File: src/rtl/hazard_ctrl_pkg.sv
// hazard_ctrl_pkg: shared types for the pipeline hazard controller.
// Controller states and EX operand forward-select encodings.
package hazard_ctrl_pkg;

    typedef enum logic [1:0] {
        RUN      = 2'd0,
        MEM_WAIT = 2'd1,
        TRAP     = 2'd2
    } state_e;

    localparam logic [1:0] FWD_RF  = 2'b00;
    localparam logic [1:0] FWD_WB  = 2'b01;
    localparam logic [1:0] FWD_MEM = 2'b10;

    // MEM result is younger than WB, so it wins; $0 is hardwired zero.
    function automatic logic [1:0] fwd_sel(
        input logic [4:0] src,
        input logic       mem_we,
        input logic [4:0] mem_rd,
        input logic       wb_we,
        input logic [4:0] wb_rd
    );
        logic [1:0] sel;
        sel = FWD_RF;
        if (src != 5'd0 && mem_we && mem_rd == src) begin
            sel = FWD_MEM;
        end else if (src != 5'd0 && wb_we && wb_rd == src) begin
            sel = FWD_WB;
        end
        return sel;
    endfunction

endpackage

File: src/rtl/hazard_ctrl_forward_unit.sv
// forward_unit: EX operand bypass selection.
// Purely combinational; picks MEM, WB or register file per operand.
module forward_unit
    import hazard_ctrl_pkg::*;
(
    input  logic [4:0] ex_rs,
    input  logic [4:0] ex_rt,
    input  logic [4:0] mem_num_write,
    input  logic       mem_reg_write,
    input  logic [4:0] wb_num_write,
    input  logic       wb_reg_write,
    output logic [1:0] forward_a,
    output logic [1:0] forward_b
);

    // Select the youngest in-flight producer for each EX source.
    always_comb begin
        forward_a = fwd_sel(ex_rs, mem_reg_write, mem_num_write,
                            wb_reg_write, wb_num_write);
        forward_b = fwd_sel(ex_rt, mem_reg_write, mem_num_write,
                            wb_reg_write, wb_num_write);
    end

endmodule

File: src/rtl/hazard_ctrl.sv
// hazard_ctrl: 5-stage pipeline enable/flush and forwarding control.
// Handles load-use, taken branches, data-memory waits and timeout trap.
module hazard_ctrl
    import hazard_ctrl_pkg::*;
#(
    parameter int TIMEOUT = 16,
    parameter int CNT_W   = 16
) (
    input  logic             clock,
    input  logic             reset,
    input  logic [4:0]       id_rs,
    input  logic [4:0]       id_rt,
    input  logic             id_uses_rs,
    input  logic             id_uses_rt,
    input  logic [4:0]       ex_rs,
    input  logic [4:0]       ex_rt,
    input  logic [4:0]       ex_num_write,
    input  logic             ex_reg_write,
    input  logic             ex_mem_read,
    input  logic             ex_branch_taken,
    input  logic [4:0]       mem_num_write,
    input  logic             mem_reg_write,
    input  logic [4:0]       wb_num_write,
    input  logic             wb_reg_write,
    input  logic             mem_req,
    input  logic             mem_ready,
    output logic             pc_en,
    output logic             if_id_en,
    output logic             id_ex_en,
    output logic             ex_mem_en,
    output logic             mem_wb_en,
    output logic             if_id_flush,
    output logic             id_ex_flush,
    output logic             ex_mem_flush,
    output logic             mem_wb_flush,
    output logic [1:0]       forward_a,
    output logic [1:0]       forward_b,
    output logic             mem_error,
    output logic [CNT_W-1:0] stall_cycles
);

    localparam int WAIT_W = (TIMEOUT < 2) ? 1 : $clog2(TIMEOUT + 1);

    state_e            state_q, state_d;
    logic [WAIT_W-1:0] wait_q, wait_d, wait_inc;
    logic [CNT_W-1:0]  stall_q, stall_d;
    logic              err_q, err_d;
    logic              run_ctl;
    logic              load_use;
    logic [1:0]        fu_a, fu_b;

    forward_unit u_fwd (
        .ex_rs         (ex_rs),
        .ex_rt         (ex_rt),
        .mem_num_write (mem_num_write),
        .mem_reg_write (mem_reg_write),
        .wb_num_write  (wb_num_write),
        .wb_reg_write  (wb_reg_write),
        .forward_a     (fu_a),
        .forward_b     (fu_b)
    );

    // Loads have no value until MEM; a dependent ID instruction must wait.
    // ex_reg_write is implied for loads, so only the destination matters.
    always_comb begin
        load_use = ex_mem_read && (ex_num_write != 5'd0) &&
                   ((id_uses_rs && id_rs == ex_num_write) ||
                    (id_uses_rt && id_rt == ex_num_write));
    end

    // Next state, wait counter and per-stage enable/flush decode.
    always_comb begin
        state_d      = state_q;
        wait_d       = wait_q;
        err_d        = err_q;
        wait_inc     = wait_q + WAIT_W'(1);
        run_ctl      = 1'b0;
        pc_en        = 1'b1;
        if_id_en     = 1'b1;
        id_ex_en     = 1'b1;
        ex_mem_en    = 1'b1;
        mem_wb_en    = 1'b1;
        if_id_flush  = 1'b0;
        id_ex_flush  = 1'b0;
        ex_mem_flush = 1'b0;
        mem_wb_flush = 1'b0;
        if (reset) begin
            if_id_flush  = 1'b1;
            id_ex_flush  = 1'b1;
            ex_mem_flush = 1'b1;
            mem_wb_flush = 1'b1;
            state_d      = RUN;
            wait_d       = '0;
            err_d        = 1'b0;
        end else begin
            unique case (state_q)
                RUN: begin
                    if (mem_req && !mem_ready) begin
                        pc_en        = 1'b0;
                        if_id_en     = 1'b0;
                        id_ex_en     = 1'b0;
                        ex_mem_en    = 1'b0;
                        mem_wb_flush = 1'b1;
                        state_d      = MEM_WAIT;
                        wait_d       = '0;
                    end else begin
                        run_ctl = 1'b1;
                    end
                end
                MEM_WAIT: begin
                    if (mem_ready) begin
                        state_d = RUN;
                        wait_d  = '0;
                        run_ctl = 1'b1;
                    end else begin
                        pc_en        = 1'b0;
                        if_id_en     = 1'b0;
                        id_ex_en     = 1'b0;
                        ex_mem_en    = 1'b0;
                        mem_wb_flush = 1'b1;
                        wait_d       = wait_inc;
                        if (wait_inc == WAIT_W'(TIMEOUT)) begin
                            state_d = TRAP;
                            err_d   = 1'b1;
                        end
                    end
                end
                TRAP: begin
                    pc_en        = 1'b0;
                    if_id_en     = 1'b0;
                    id_ex_en     = 1'b0;
                    ex_mem_en    = 1'b0;
                    mem_wb_en    = 1'b0;
                    mem_wb_flush = 1'b1;
                    err_d        = 1'b1;
                end
                default: begin
                    state_d = RUN;
                    wait_d  = '0;
                end
            endcase
            if (run_ctl) begin
                if (ex_branch_taken) begin
                    if_id_flush = 1'b1;
                    id_ex_flush = 1'b1;
                end else if (load_use) begin
                    pc_en       = 1'b0;
                    if_id_en    = 1'b0;
                    id_ex_flush = 1'b1;
                end
            end
        end
    end

    // Saturating count of cycles in which fetch did not advance.
    always_comb begin
        stall_d = stall_q;
        if (reset) begin
            stall_d = '0;
        end else if (!pc_en && stall_q != '1) begin
            stall_d = stall_q + CNT_W'(1);
        end
    end

    // Registered controller state.
    always_ff @(posedge clock) begin
        state_q <= state_d;
        wait_q  <= wait_d;
        stall_q <= stall_d;
        err_q   <= err_d;
    end

    // Reset forces register-file operands and hides the stale trap flag.
    always_comb begin
        forward_a    = reset ? FWD_RF : fu_a;
        forward_b    = reset ? FWD_RF : fu_b;
        mem_error    = err_q && !reset;
        stall_cycles = stall_q;
    end

endmodule

File: config.mk
export PLATFORM = sky130hd
export DESIGN_NAME = hazard_ctrl
export DESIGN_NICKNAME = d
export VERILOG_FILES = /design/src/rtl/hazard_ctrl_pkg.sv /design/src/rtl/hazard_ctrl_forward_unit.sv /design/src/rtl/hazard_ctrl.sv
export SDC_FILE = /design/constraint.sdc
export NUM_CORES = 1
export LEC_CHECK = 0
export CAP_MARGIN = 20
export CORE_MARGIN = 2
export CORE_UTILIZATION = 39
export CTS_BUF_LIST = sky130_fd_sc_hd__clkbuf_8
export DETAILED_ROUTE_END_ITERATION = 16
export PLACE_DENSITY_LB_ADDON = 0.12
export SLEW_MARGIN = 20
export SYNTH_ARGS = -nofsm -noshare
export SYNTH_HDL_FRONTEND = slang
export SYNTH_SLANG_ARGS = --single-unit
File: constraint.sdc
create_clock -name clock -period 2.34 [get_ports clock]
set_input_delay 0.702 -clock clock [delete_from_list [all_inputs] [get_ports clock]]
set_output_delay 0.702 -clock clock [all_outputs]
set_load 0.02 [all_outputs]
==> summary.md, run 1 <==
| Metric | Value |
|---|---|
| Outcome | `complete, but fails checks` |
| Failing checks | `negative setup slack` |
| Clk sink count | `24` |
| Final Cycle Share | `113.4%` |
| Grt ovf | `0` |
| Setup_tns | `-1.885 ns` |
| Avg Synthesized Cell Area | `7.755 um2` |
| Switching Share | `about a quarter` |
| Least-Margin Pin Slew | `0.4382 ns` |
| Register area share after synthesis | `roughly 29%` |
| Floorplan row count | `23` |
| Critical Path RT | `1.64 ns` |
| DRC | `0` |
| Switching power | `0.2822 mW` |
| Final min period | `2.655 ns` |
| Cell Count, Final, Fillers Out | `386` |
| Crit Path Class | `input port to output port` |
| NumNets Final | `385` |
| Clock power share | `33.2%` |
| Die Ht | `69.69 um` |
| RSZ-0062 raised after global routing | `yes` |
| Worst reg2reg setup slack | `0.20 ns` |
| Core area | `0.004086 mm2` |
| Slew Limit Headroom | `between 70 and 80%` |
| Crit. End Element | `output port` |
| N_diodes | `0` |
| Max Fclk | `0.3767 GHz` |
| FF/Latch Area | `480.5 um2` |
| Worst vdd ir | `0.3441 mV` |
| Power Dens Cells | `357.6 mW/mm2` |
| Layout cell share with drive strength beyond 1 | `36.31%` |
| Clock root cell | `clkbuf_8` |
| Starting Density | `41.18%` |
| Max incr delay on CP | `roughly 0.54 ns` |
| Cell Chain, Critical Path | `buf_6 -> or4_4 -> o21ai_4 -> nor2_1 -> nand2_1 -> o31a_1 -> buf_6` |
| CTS clk-pin slew, worst paths | `0.08 ns` |
| Top-area cell type share of the netlist area | `28.55%` |
| Wire per inst | `around 13 um` |
| Post-DR vias/cell | `5.254` |
| Ys Warns | `0` |
| Post-synth EDFFs | `0` |
| Worst Path Arrival | `1.95 ns` |
| Dominant synthesized flop cell | `dfxtp_1` |
| Vias | `between 2,000 and 2,500` |
| Number of global-route vias before repair | `1,894` |
| # setup viols final | `9` |
| Placer congestion estimate | `0.8833` |
| Detailed Route Iter0 Violations | `216` |
| Initial antenna violation count | `0` |
| HPWL Detailed | `approximately 3800 um` |
| Area leader, netlist | `dfxtp_1` |
| Overall Power | `roughly 1.1 mW` |
| Cells after Synth | `217` |
| Worst hold path class | `register to register` |
| Power share of the combinational group | `29.5%` |
| Seq pwr share | `37.3%` |
| Post-synth cell types | `42` |
| Global-route wire length before repair | `8231 um` |
| CTS Buffer Depth | `2` |
| Overall routing resource usage | `19.98%` |
| Top post-synthesis cells by area | `dfxtp_1, xnor2_1, a21oi_1` |
| Area of the multi-input gates | `0.001334 mm2` |
| LEAKAGE | `1.201 nW` |
| Largest net degree at the start of global routing | `18` |
| Ports | `between 70 and 80` |
| Area grow syn2layout | `84.16%` |
| DRT Pass-1 Iters | `4` |
| Final Max Slew Viols | `0` |
| DRT Wirelength | `5102 um` |
| Syn_nets | `265` |
| Max-cap violations | `0` |
| DIE AREA | `0.004857 mm2` |
| CTS tree | `done` |
| CP Max Fanout | `2` |
| Mapped Area | `0.001683 mm2` |
| Top cells by count, synth | `xnor2_1, dfxtp_1, nor2_1, a21oi_1, nand2_1` |
| Final Hold Vio Count | `0` |
| Skew-Pair Late Insertion Delay | `~0.27 ns` |
| Fillers | `295` |
| CTS Buf Count | `3` |
| Final worst slack | `-0.3147 ns` |
| CTS H-tree lvls | `1` |
| #FFs+latches synth | `24` |
| Die W | `roughly 70 um` |
| Util after Layout | `75.84%` |
| Int Pwr | `0.8262 mW` |
| Skew final | `0.007026 ns` |
| Hold_buf cts | `0` |
| FFs w/ async S/R, synth | `0%` |
| Routed Antenna Nets | `0` |
| Worst setup SP type | `input port` |
| Max stage delay cell, worst path | `or4_4` |
| Most common cell in the synthesized netlist | `xnor2_1` |
| I/O Buffers | `74` |
| Crit-path most repeated cell | `buf_6` |
| Placed Cells | `between 300 and 400` |
| Post-placement setup slack | `-1.112 ns` |
-- worst max-delay path: cells and delay by family --
| kind | cells | cell delay (ns) |
|---|---|---|
| AND/OR/NAND/NOR | 3 | 0.69 |
| AO/OA/AOI/OAI | 2 | 0.34 |
| buffers and inverters | 2 | 0.23 |
-- through the flow --
| step | hold slack (ns) | instance area [um2] |
|---|---|---|
| after floorplan | 0.4321 | 1739 |
| after global placement | 0.4427 | 2761 |
| after detailed placement | 0.4475 | 2761 |
| after CTS | 0.4607 | 2988 |
| after global routing | 0.4850 | 3099 |
| final | 0.4560 | 3099 |
-- per-layer routing --
layer	vias to the layer above	track usage, %	part of all wire (%)
met5	-	0	0
met1	944	25.73	44
li1	1010	-	-
met2	70	34.72	49
met3	4	5.233	6.2
met4	0	2.137	0.41
-- final timing paths --
check                           cells after the start       startpoint               end
worst max-delay path                                7  ex_num_write[1]             pc_en
worst min-delay path                                2            err_q             err_q
worst max register to register                      8  stall_cycles[2]  stall_cycles[10]
worst min register to register                      2            err_q             err_q
-- cell usage in the layout, fill, tap and decap left out, types with 5 or more instances in the layout --
master           instances
buf_4                   41
buf_6                   29
dfxtp_1                 24
clkdlybuf4s50_1         23
nor2_1                  22
xnor2_1                 20
nand2_1                 17
a21oi_1                 17
nand3_1                 11
dlygate4sd2_1           11
nand4_1                 10
or3_1                    9
o21ai_1                  8
clkdlybuf4s15_1          8
o21ai_0                  7
xnor2_2                  6
buf_2                    6
inv_1                    5
-- cell families after synthesis --
| group | count (synthesis) | share of synthesized area [%] |
|---|---|---|
| AND/OR/NAND/NOR | 95 | 29.66 |
| AO/OA/AOI/OAI | 48 | 16.80 |
| XOR/XNOR | 31 | 16.13 |
| flip-flops | 24 | 28.55 |
| buffers and inverters | 15 | 5.873 |
| multiplexers | 2 | 1.487 |
| adder cells (fa/ha/maj) | 2 | 1.487 |
-- area by class of cell --
| type | count | area share (%) |
|---|---|---|
| Clock buffer | 3 | 1.332 |
| Clock inverter | 1 | 0.9689 |
| Timing Repair Buffer | 124 | 36.41 |
| Inverter | 6 | 0.7267 |
| Sequential cell | 24 | 15.50 |
| Multi-Input combinational cell | 178 | 43.04 |
| Tap cell | 50 | 2.019 |
-- power by group through the flow --
stage	clock [mW]	combinational, mW	sequential, mW
after global routing	0.391	0.350	0.414
after floorplan	0	0.117	0.427
after detailed placement	0	0.285	0.423
after global placement	0	0.280	0.423
after CTS	0.372	0.308	0.413
final	0.368	0.327	0.413
-- registers in the layout (all words and copies together) (netlist names) --
register / flops
err_q: 1
stall_cycles: 16
wait_q: 5
state_q: 2
-- repair_timing --
item                                    in CTS  in global routing
buffers inserted                             7                  2
gates cloned                                 0                  1
endpoints found under the setup margin      30                 25
pin swaps                                   35                 31
endpoints found under the hold margin        0                  0
resized for setup                          188                 32
(Power assumes the default switching activity.)
==> inputs of run 2 (changes only) <==
PLACE_DENSITY = 0.75   (was unset)
PLACE_DENSITY_LB_ADDON = unset   (was 0.12)
==> summary.md, run 2 (synthesis gave the netlist of run 1 again) <==
| Metric | Value |
|---|---|
| Outcome | `complete, but fails checks` |
| Failing checks | `negative setup slack` |
| Routed Antenna Nets | `0` |
| Clk sink count | `24` |
| Final min period | `between 2 and 3 ns` |
| Power Dens Cells | `between 300 and 400 mW/mm2` |
| NumNets Final | `382` |
| Layout cell share with drive strength beyond 1 | `approximately 38%` |
| Vias | `around 2,100` |
| DIE AREA | `0.004857 mm2` |
| Number of global-route vias before repair | `2,042` |
| Area grow syn2layout | `81.86%` |
| RSZ-0062 raised after global routing | `yes` |
| Most frequent cells in the layout | `buf_4, dfxtp_1, buf_6, clkdlybuf4s50_1, nor2_1` |
| Least-Margin Pin Slew | `around 0.54 ns` |
| Worst setup SP type | `input port` |
| Max Fclk | `0.3677 GHz` |
| I/O Buffers | `74` |
| CTS Buffer Depth | `2` |
| Post-DR vias/cell | `5.429` |
| DRT Pass-1 Iters | `4` |
| Grt ovf | `0` |
| HPWL Detailed | `4169 um` |
| Skew-Pair Late Insertion Delay | `0.27 ns` |
| N_diodes | `0` |
| Initial antenna violation count | `0` |
| CTS clk-pin slew, worst paths | `0.08 ns` |
| Placer congestion estimate | `0.8708` |
| Hold_buf cts | `0` |
| Max stage delay cell, worst path | `clkdlybuf4s50_1` |
| Top delay family on crit path | `buffers and inverters` |
| Skew final | `between 0.004 and 0.005 ns` |
| LEAKAGE | `1.184 nW` |
| Wire per inst | `about 16 um` |
| Ports | `76` |
| Crit. End Element | `output port` |
| CP Max Fanout | `2` |
| Global-route wire length before repair | `9328 um` |
| Worst reg2reg setup slack | `between 0.15 and 0.2 ns` |
| Worst Path Arrival | `2.02 ns` |
| Max incr delay on CP | `0.51 ns` |
| Slew Limit Headroom | `63.91%` |
| Overall Power | `0.9951 mW` |
| DRC | `0` |
| Floorplan row count | `23` |
| DRT Wirelength | `about 6000 um` |
| Detailed Route Iter0 Violations | `133` |
| Setup_tns | `-2.112 ns` |
| Critical path buffer and inverter count | `2` |
| Final Cycle Share | `116.2%` |
| FF-to-FF path depth | `8` |
| Hold path endpoint | `err_q` |
| Largest net degree at the start of global routing | `26` |
| R2R Path Start | `stall_cycles[5]` |
| Die Ht | `69.69 um` |
| Max-cap violations | `0` |
| Overall routing resource usage | `between 20% and 30%` |
| Worst vdd ir | `0.2249 mV` |
| CTS tree | `done` |
| Min-Delay Startpoint | `err_q` |
| Cell Chain, Critical Path | `clkdlybuf4s50_1 -> xnor2_1 -> nand4_1 -> nor4_2 -> buf_4` |
| Clock root cell | `clkbuf_8` |
| Final Hold Vio Count | `0` |
| Most common cell after layout, fill and taps aside | `buf_4` |
| Starting Density | `41.18%` |
| Final worst slack | `-0.3794 ns` |
| Core area | `0.004086 mm2` |
| CTS Buf Count | `3` |
| Die W | `69.69 um` |
| Worst hold path stage count | `2` |
| Crit Path Class | `input port to output port` |
| WHS | `between 0.4 and 0.5 ns` |
| RR Endpoint | `stall_cycles[1]` |
| CTS H-tree lvls | `1` |
| Number of flip-flops in the largest register | `16` |
| Worst hold path class | `register to register` |
| Critical Path RT | `around 1.6 ns` |
| Final Max Slew Viols | `0` |
| # setup viols final | `7` |
## run 2: timing repair
item / CTS / global route
buffers inserted: 25 / 2
cloned: 2 / 0
hold endpoints to repair: 0 / 0
pin swaps: 54 / 29
endpoints found under the setup margin: 30 / 29
gates resized for setup: 185 / 37
## run 2: worst register-to-register path, delay by kind of cell, from the launching register on
kind,cells,cell delay [ns]
and+or+nand+nor,4,1.00
buffers and inverters,2,0.28
muxes,1,0.19
AOI/OAI and AO/OA,1,0.18
DFF,1,0.43
## run 2: report_power, final
group	switching (mW)	total (mW)	internal (mW)	leakage [nW]
Combinational	0.149	0.330	0.181	0.969
Sequential	0.00244	0.414	0.411	0.194
Clock	0.136	0.251	0.115	0.0216
## run 2: layout make-up
class                   instances  area, um2
flip-flops and latches         24      480.5
clock buffers                   3      41.29
inverters                       6      22.52
multi-input cells             178       1370
well taps                      50      62.56
fillers                       312       1026
repair buffers                121       1084
## run 2: per-layer routing
layer	GRT usage (%)	part of all wire, %
met1	27.05	38
met2	42.41	52
met3	3.924	6.2
met4	9.402	3.9
met5	0	0
## run 2: metrics by stage
stage | utilization [%] | cells | area (um2) | setup slack, ns
final | 74.89 | 382 | 3060 | -0.3794
after detailed placement | 66.84 | 368 | 2731 | -1.133
after floorplan | - | 217 | 1739 | -0.2726
after global routing | 74.89 | 382 | 3060 | -0.4476
after CTS | 72.84 | 385 | 2977 | -0.3681
after global placement | 66.84 | 368 | 2731 | -1.105
## run 2: worst max path at each step
stage | start | end | slack (ns) | depth (start not counted)
after floorplan | ex_num_write[1] | pc_en | -0.27 | 6
after global placement | ex_rt[0] | forward_b[0] | -1.10 | 6
after detailed placement | ex_rt[3] | forward_b[1] | -1.13 | 7
after CTS | ex_rt[3] | forward_b[0] | -0.37 | 6
after global routing | wb_num_write[3] | forward_a[0] | -0.45 | 5
final | wb_num_write[3] | forward_a[0] | -0.38 | 5
==> inputs of run 3 (changes only) <==
CAP_MARGIN = unset   (was 20)
==> results of run 3 <==
Final layout, timing and power as in run 2 (identical DEF).
